## src/rtl/am_demod_if.sv

```systemverilog
`default_nettype none
// ============================================================================
//  Module      : am_demod_if
//  Description : Sample-in / envelope-out bundle for the coherent AM
//                demodulator.
//                master : sample source and envelope consumer
//                slave  : am_demod
//  Signals     : in_valid   sample strobe (source -> demod)
//                sin_s      modulated sample, offset binary
//                sin_c      reference carrier sample, offset binary
//                env_out    decimated envelope, unsigned
//                env_valid  one-cycle strobe on env_out update
//                env_peak   per-frame envelope maximum (peak build only)
//                peak_valid one-cycle strobe on env_peak update
//  Revision    : 1.0  initial release
// ============================================================================
interface am_demod_if;
  logic       in_valid;
  logic [7:0] sin_s;
  logic [7:0] sin_c;
  logic [7:0] env_out;
  logic       env_valid;
  logic [7:0] env_peak;
  logic       peak_valid;

  modport master (
    output in_valid, sin_s, sin_c,
    input  env_out, env_valid, env_peak, peak_valid
  );

  modport slave (
    input  in_valid, sin_s, sin_c,
    output env_out, env_valid, env_peak, peak_valid
  );
endinterface
`default_nettype wire

```

## src/rtl/am_demod.sv

```systemverilog
`default_nettype none
// ============================================================================
//  Module      : am_demod
//  Description : Coherent AM demodulator. Multiplies the modulated sample by
//                the reference carrier, integrates 2^LOG2_N products, dumps
//                the scaled and saturated average as an 8-bit envelope.
//                Optional per-frame peak tracking when AM_DEMOD_PEAK_EN is
//                defined; otherwise env_peak / peak_valid are tied to 0.
//  Ports       : clk      system clock, rising edge
//                rst      asynchronous active-high reset
//                dmd_io   am_demod_if.slave (samples in, envelope out)
//  Parameters  : LOG2_N     log2 of samples per output (1..10)
//                OUT_SHIFT  arithmetic right shift of the 16-bit average
//                LOG2_FRAME log2 of outputs per peak frame
//  Revision    : 1.0  initial release
// ============================================================================
module am_demod #(
  parameter int LOG2_N     = 5,
  parameter int OUT_SHIFT  = 6,
  parameter int LOG2_FRAME = 4
) (
  input  logic       clk,
  input  logic       rst,
  am_demod_if.slave  dmd_io
);

  localparam int              c_ACC_W    = 16 + LOG2_N;
  localparam logic [LOG2_N-1:0] c_CNT_LAST = '1;

  if (LOG2_N < 1 || LOG2_N > 10 || LOG2_FRAME < 1) begin : g_param_check
    $error("am_demod: LOG2_N must be 1..10 and LOG2_FRAME >= 1");
  end

  // Stage 1: offset binary -> two's complement (flip the MSB)
  logic signed [7:0]         s1_q, c1_q;
  logic                      v1_q, v2_q;
  // Stage 2: product, range -16256..16384 fits 16 bits signed
  logic signed [15:0]        prod_q;
  // Stage 3: integrate and dump
  logic signed [c_ACC_W-1:0] acc_q, acc_d;
  logic [LOG2_N-1:0]         cnt_q, cnt_d;
  logic [7:0]                env_q, env_d;
  logic                      env_valid_q, env_valid_d;

  logic signed [c_ACC_W-1:0] sum;
  logic signed [15:0]        avg;
  logic signed [15:0]        sh;

  always_ff @(posedge clk or posedge rst) begin
    if (rst) begin
      s1_q   <= '0;
      c1_q   <= '0;
      v1_q   <= 1'b0;
      v2_q   <= 1'b0;
      prod_q <= '0;
    end else begin
      if (dmd_io.in_valid) begin
        s1_q <= {~dmd_io.sin_s[7], dmd_io.sin_s[6:0]};
        c1_q <= {~dmd_io.sin_c[7], dmd_io.sin_c[6:0]};
      end
      v1_q   <= dmd_io.in_valid;
      v2_q   <= v1_q;
      prod_q <= s1_q * c1_q;
    end
  end

  always_comb begin
    acc_d       = acc_q;
    cnt_d       = cnt_q;
    env_d       = env_q;
    env_valid_d = 1'b0;
    sum         = acc_q + prod_q;
    // Average of the frame, then output scaling; both arithmetic shifts
    avg         = 16'(sum >>> LOG2_N);
    sh          = avg >>> OUT_SHIFT;
    if (v2_q) begin
      if (cnt_q == c_CNT_LAST) begin
        acc_d       = '0;
        cnt_d       = '0;
        env_valid_d = 1'b1;
        if (sh[15])
          env_d = 8'd0;
        else if (|sh[14:8])
          env_d = 8'd255;
        else
          env_d = sh[7:0];
      end else begin
        acc_d = sum;
        cnt_d = cnt_q + 1'b1;
      end
    end
  end

  always_ff @(posedge clk or posedge rst) begin
    if (rst) begin
      acc_q       <= '0;
      cnt_q       <= '0;
      env_q       <= '0;
      env_valid_q <= 1'b0;
    end else begin
      acc_q       <= acc_d;
      cnt_q       <= cnt_d;
      env_q       <= env_d;
      env_valid_q <= env_valid_d;
    end
  end

  assign dmd_io.env_out   = env_q;
  assign dmd_io.env_valid = env_valid_q;

`ifdef AM_DEMOD_PEAK_EN
  localparam logic [LOG2_FRAME-1:0] c_FRAME_LAST = '1;

  logic [LOG2_FRAME-1:0] frame_cnt_q;
  logic [7:0]            run_max_q;
  logic [7:0]            peak_q;
  logic                  peak_valid_q;
  logic [7:0]            new_max;

  // Running max including the envelope value just presented
  assign new_max = (env_q > run_max_q) ? env_q : run_max_q;

  always_ff @(posedge clk or posedge rst) begin
    if (rst) begin
      frame_cnt_q  <= '0;
      run_max_q    <= '0;
      peak_q       <= '0;
      peak_valid_q <= 1'b0;
    end else begin
      peak_valid_q <= 1'b0;
      if (env_valid_q) begin
        if (frame_cnt_q == c_FRAME_LAST) begin
          frame_cnt_q  <= '0;
          run_max_q    <= '0;
          peak_q       <= new_max;
          peak_valid_q <= 1'b1;
        end else begin
          frame_cnt_q <= frame_cnt_q + 1'b1;
          run_max_q   <= new_max;
        end
      end
    end
  end

  assign dmd_io.env_peak   = peak_q;
  assign dmd_io.peak_valid = peak_valid_q;
`else
  assign dmd_io.env_peak   = 8'd0;
  assign dmd_io.peak_valid = 1'b0;
`endif

endmodule
`default_nettype wire

```

## src/flat_wrapper.sv

```systemverilog
// flat-port wrapper written by rule: the top's interface ports become plain ports
module am_demod_flat 
#(
  parameter int LOG2_N     = 5,
  parameter int OUT_SHIFT  = 6,
  parameter int LOG2_FRAME = 4
)
  (clk, rst, dmd_io_in_valid, dmd_io_sin_s, dmd_io_sin_c, dmd_io_env_out, dmd_io_env_valid, dmd_io_env_peak, dmd_io_peak_valid);
  am_demod_if dmd_io_i ();
  input  logic clk;
  input  logic rst;
  input wire logic [$bits(dmd_io_i.in_valid)-1:0] dmd_io_in_valid;
  input wire logic [$bits(dmd_io_i.sin_s)-1:0] dmd_io_sin_s;
  input wire logic [$bits(dmd_io_i.sin_c)-1:0] dmd_io_sin_c;
  output wire logic [$bits(dmd_io_i.env_out)-1:0] dmd_io_env_out;
  output wire logic [$bits(dmd_io_i.env_valid)-1:0] dmd_io_env_valid;
  output wire logic [$bits(dmd_io_i.env_peak)-1:0] dmd_io_env_peak;
  output wire logic [$bits(dmd_io_i.peak_valid)-1:0] dmd_io_peak_valid;
  assign dmd_io_i.in_valid = dmd_io_in_valid;
  assign dmd_io_i.sin_s = dmd_io_sin_s;
  assign dmd_io_i.sin_c = dmd_io_sin_c;
  assign dmd_io_env_out = dmd_io_i.env_out;
  assign dmd_io_env_valid = dmd_io_i.env_valid;
  assign dmd_io_env_peak = dmd_io_i.env_peak;
  assign dmd_io_peak_valid = dmd_io_i.peak_valid;
  am_demod #(.LOG2_N(LOG2_N), .OUT_SHIFT(OUT_SHIFT), .LOG2_FRAME(LOG2_FRAME)) u_core (.clk(clk), .rst(rst), .dmd_io(dmd_io_i));
endmodule
```

## config.mk

```make
export PLATFORM = sky130hd
export DESIGN_NAME = am_demod_flat
export DESIGN_NICKNAME = d
export VERILOG_FILES = /design/src/rtl/am_demod_if.sv /design/src/rtl/am_demod.sv /design/src/flat_wrapper.sv
export SDC_FILE = /design/constraint.sdc
export NUM_CORES = 1
export LEC_CHECK = 0
export CAP_MARGIN = 0
export CORE_ASPECT_RATIO = 1.2
export CORE_UTILIZATION = 55
export CTS_CLUSTER_SIZE = 30
export DETAILED_ROUTE_END_ITERATION = 12
export HOLD_SLACK_MARGIN = 0.05
export PLACE_DENSITY = 0.78
export SYNTH_ARGS = -nofsm -noshare
export SYNTH_HDL_FRONTEND = slang
export SYNTH_SLANG_ARGS = --single-unit
```

## constraint.sdc

```tcl
create_clock -name clk -period 5 [get_ports clk]
set_clock_uncertainty 0.2 [all_clocks]
set_input_delay 0.5 -clock clk [delete_from_list [all_inputs] [get_ports clk]]
set_output_delay 0.5 -clock clk [all_outputs]
set_load 0.02 [all_outputs]
```

# Word-level counts from Yosys, hierarchy flattened
# Index checks and enable logic that the tools add are counted.
# op_classes
mux	6
n_bitwise	2
n_eq_ne	1
n_addsub	2
n_mul	1
n_reduce_logical	2
# ops
operator	count
adder 21 x 16 -> 21 bit	1
2-to-1 mux 21 bit	1
multiplier 8 x 8 -> 16 bit	1
2-to-1 mux 8 bit	2
adder 5 x 1 -> 5 bit (second input constant)	1
equality test 5 bit (second input constant)	1
2-to-1 mux 5 bit	1
2-to-1 mux 1 bit	2
inverter 1 bit	2
AND reduction 2 bit	1
OR reduction 2 bit	1
# word_totals
in_bits	19
out_inout_bits	18
ff_bits	69
wordCells	23

# Depth between registers and ports, before layout
# logic_depth
word_depth	4
ltp_mapped	18
mapped_depth_nobuf	18

# Worst setup path before layout
# OpenSTA, ideal clock, no wires.
# synth_timing
path_kind	flip-flop to flip-flop
startpoint	reg u_core.c1_q[6]
endpoint	reg u_core.prod_q[14]
required_ps	4674
period_less_slack_ps	4637
setup_ps	126
slack_ps	363
stages_incl_launch_ff	18
t_arrival_ps	4310
n_path_buf	1
path_cell_list	dfrtp_1 -> clkbuf_1 -> nand2_1 -> fa_1 -> fa_1 -> inv_1 -> fa_1 -> inv_1 -> fa_1 -> inv_1 -> ha_1 -> inv_1 -> o21bai_1 -> a21o_1 -> a21o_1 -> a31oi_1 -> nor4bb_1 -> a311o_1
# synth_via
elab_chain_cells	1
# synth_rtl
item	line_no	text
start, declared	am_demod.sv:35	logic signed [7:0] s1_q, c1_q;
start signal, assigned	am_demod.sv:59	c1_q <= {~dmd_io.sin_c[7], dmd_io.sin_c[6:0]};
multiplier 8 x 8 -> 16 bit	am_demod.sv:63	prod_q <= s1_q * c1_q;
end signal, assigned	am_demod.sv:63	
end, declared	am_demod.sv:38	logic signed [15:0] prod_q;
# No other way between the ends.
# A chain may end at the register's enable or synchronous reset.

# Worst setup path in the final report
# layout_timing
startpoint	reg u_core.s1_q[0]
endpoint	reg u_core.prod_q[14]
# layout_via
elab_chain_cells	1
# layout_rtl
item	line_no	text
start, declared	am_demod.sv:35	
start signal, assigned	am_demod.sv:58	s1_q <= {~dmd_io.sin_s[7], dmd_io.sin_s[6:0]};
multiplier 8 x 8 -> 16 bit	am_demod.sv:63	
# No other way between the ends.

==> impl_metrics.env <==
export IMPL_ys_flop_type="dfrtp_1"
export IMPL_numCtsBuffers=9
export IMPL_htreeDepth=3
export IMPL_max_clock_freq_mhz=208
export IMPL_grt_max_degree=39
export IMPL_wl_per_cell_microns=14.5
export IMPL_grt_pass1_wl_microns=19300
export IMPL_drive_gt1_share_pct=10.2
export IMPL_start_util_pct=56.2
export IMPL_netlist_top_cells_count="inv_1 (83), dfrtp_1 (69), fa_1 (56)"
export IMPL_min_period_ns=4.81
export IMPL_die_y_microns=115
export IMPL_core_area_sq_um=10500
export IMPL_yosysWarnings=0
export IMPL_track_usage_pct=22.6
export IMPL_ys_seq_elements=69
export IMPL_gp_congestion=0.952
export IMPL_ys_types=49
export IMPL_die_area_sq_um=11100
export IMPL_pre_cts_ws_ns=0.0927
export IMPL_synth_edf_count=0
export IMPL_final_cell_count_no_fill=746
export IMPL_cp_max_fo=9
export IMPL_dp_cells=728
export IMPL_pin_count=37
export IMPL_worst_setup_path_type="flip-flop to flip-flop"
export IMPL_synth_fa_ha_area_share_pct=29.9
export IMPL_cts_root_buf="clkbuf_16"
export IMPL_relSlewSlack_pct=47.8
export IMPL_num_vias=4017
export IMPL_ys_seq_area_share_pct=29.3
export IMPL_antenna_left=0
export IMPL_hold_class="flip-flop to flip-flop"
export IMPL_cts_sinks=69
export IMPL_clk_pin_slew_ns=0.06
export IMPL_ys_top_cells_by_area="dfrtp_1 (29%), fa_1 (19%), ha_1 (11%)"
export IMPL_overflow=0
export IMPL_use_met2_pct=41.7
export IMPL_async_flop_share_pct=100
export IMPL_tightestPinTransition_ns=0.782
export IMPL_antenna_found_initial=0
export IMPL_synth_cells=576
export IMPL_yosys_area_share_xor_xnor_pct=5.48
export IMPL_syn_to_final_growth_pct=12.6
export IMPL_yosys_cell_count_top_type="inv_1"
export IMPL_syn_area_per_cell_sq_um=10.2
export IMPL_drt_wl_total_microns=10800
export IMPL_grt_busiest_layer="met2"
export IMPL_crit_path_end_kind="flip-flop"
export IMPL_std_cell_rows=41
export IMPL_synth_top_cell_area_share_pct=29.3
export IMPL_required_ns=5.01
export IMPL_synth_area_sq_um=5890
export IMPL_drt_pre_antenna_iters=4
export IMPL_status="complete, no violations"
export IMPL_drc=0
export IMPL_synth_compound_area_share_pct=11.7
export IMPL_fin_ws_ns=0.188
export IMPL_cp_start_kind="flip-flop"
export IMPL_num_antenna_cells=0
export IMPL_holdBufCountCts=0
export IMPL_final_hold_violation_count=0
export IMPL_muxShareOfSynthArea_pct=3.61
export IMPL_drt_initial_drc_count=155
export IMPL_crit_arrival_ns=4.82
export IMPL_use_met3_pct=4.17
export IMPL_drv_cap=0
export IMPL_grt_pass1_vias=4367
export IMPL_clock_latency_ns=0.33
export IMPL_dpl_hpwl_microns=8630
export IMPL_io_buffers=27
export IMPL_viasPerCell=5.38
export IMPL_final_nets=738
export IMPL_max_clock_path_buffers=2
export IMPL_die_x_microns=96.4
export IMPL_fin_crit_sh_pct=96.2
export IMPL_synth_top_family_by_area="adder cells"
export IMPL_synth_simple_area_share_pct=13.0
export IMPL_tritoncts="yes"
export IMPL_grtUsageMet1_pct=25.8
export IMPL_nFillCells=850
export IMPL_finalSetupViolations=0
export IMPL_yosysTopAreaCell="dfrtp_1"
export IMPL_whs_ns=0.149
export IMPL_slew_violations=0
area by class of cell:
class                      instances  area (sq um)  area share, %
multi-input combinational        415          3800           57.4
sequential                        69          1740           26.2
timing repair buffer              34           323           4.87
inverter                          83           312           4.70
clock buffer                      11           243           3.66
tap                              129           161           2.44
clock inverter                     5          50.0          0.755
stage by stage:
step | util (%) | cell area (sq um) | TNS [ns]
global route | 63.3 | 6630 | -0.00931
global placement | 60.1 | 6290 | 0
finish | 63.3 | 6630 | 0
CTS | 62.9 | 6580 | 0
floorplan | - | 5920 | 0
detailed placement | 60.1 | 6290 | 0
placed cells by master, fill, tap and decap left out, types with 2 or more instances in the layout:
cell type / netlist / final
and3_1: 5 / 5
nor3_1: 7 / 7
fa_1: 56 / 56
or3_1: 2 / 2
inv_2: 0 / 2
buf_4: 9 / 7
clkdlybuf4s50_1: 0 / 27
ha_1: 51 / 51
o21ai_1: 4 / 4
o211ai_1: 3 / 3
and2_1: 44 / 44
xor2_1: 9 / 9
dfrtp_1: 69 / 62
nor2b_1: 9 / 9
inv_1: 83 / 81
o21ai_0: 16 / 16
nor2_1: 30 / 30
xnor2_1: 26 / 26
a22o_1: 16 / 16
a21oi_1: 15 / 15
o31ai_1: 2 / 2
nand2b_1: 7 / 7
a31oi_1: 5 / 3
conb_1: 1 / 9
o21bai_1: 5 / 5
a21o_1: 7 / 7
mux2_2: 18 / 18
clkbuf_16: 0 / 9
clkinv_2: 0 / 4
nand2_1: 41 / 41
a21oi_2: 4 / 4
nand3_1: 4 / 4
dfrtp_2: 0 / 7
worst max-delay path: stages, from the launching register on:
cell	delay [ns]
dfrtp_1	0.45
nand2b_1	0.20
fa_1	0.51
fa_1	0.54
inv_1	0.05
fa_1	0.54
inv_1	0.06
fa_1	0.53
inv_1	0.05
ha_1	0.33
inv_2	0.09
o21bai_1	0.12
a21o_1	0.20
a21o_1	0.23
a31oi_4	0.21
nor4bb_1	0.08
a311o_1	0.32
kinds of logic after synthesis:
logic type	after synthesis
AO/OA/AOI/OAI	92
XOR/XNOR	36
multiplexers	19
other	1
buffers and inverters	100
flip-flops	69
AND/OR/NAND/NOR	152
adder cells (fa/ha/maj)	107
registers in the layout, summed over array words and instances (netlist names):
register,cells
u_core.acc_q,21
u_core.prod_q,16
u_core.dmd_io.env_out,8
u_core.c1_q,8
u_core.dmd_io.env_valid,1
u_core.s1_q,8
u_core.v1_q,1
u_core.cnt_q,5
u_core.v2_q,1
path summary, 6_finish.rpt:
check / startpoint / endpoint / slack [ns] / depth (start not counted)
max in group asynchronous: rst / u_core.s1_q[4] / 3.22 / 3
max: u_core.s1_q[0] / u_core.prod_q[14] / 0.19 / 16
min reg2reg: u_core.v1_q / u_core.v2_q / 0.15 / 0
min: u_core.v1_q / u_core.v2_q / 0.15 / 0
max reg2reg: u_core.s1_q[0] / u_core.prod_q[14] / 0.19 / 16
min in group asynchronous: rst / u_core.acc_q[19] / 0.44 / 2
routing by layer:
metal  part of all wire [%]  vias to the layer above
li1                       -                     1939
met1                     41                     1989
met2                     54                       70
met3                    3.0                       19
met4                    1.9                        0
met5                      0                        -
repair_timing:
action / 4_1_cts / 5_1_grt
buffers inserted: 0 / 2
setup endpoints to repair: 0 / 2
endpoints found under the hold margin: 0 / 0
resized for setup: 0 / 11
Power is left out: the tool's default activity adds up to more than one toggle a clock period on the data nets, which glitch-free logic cannot reach.
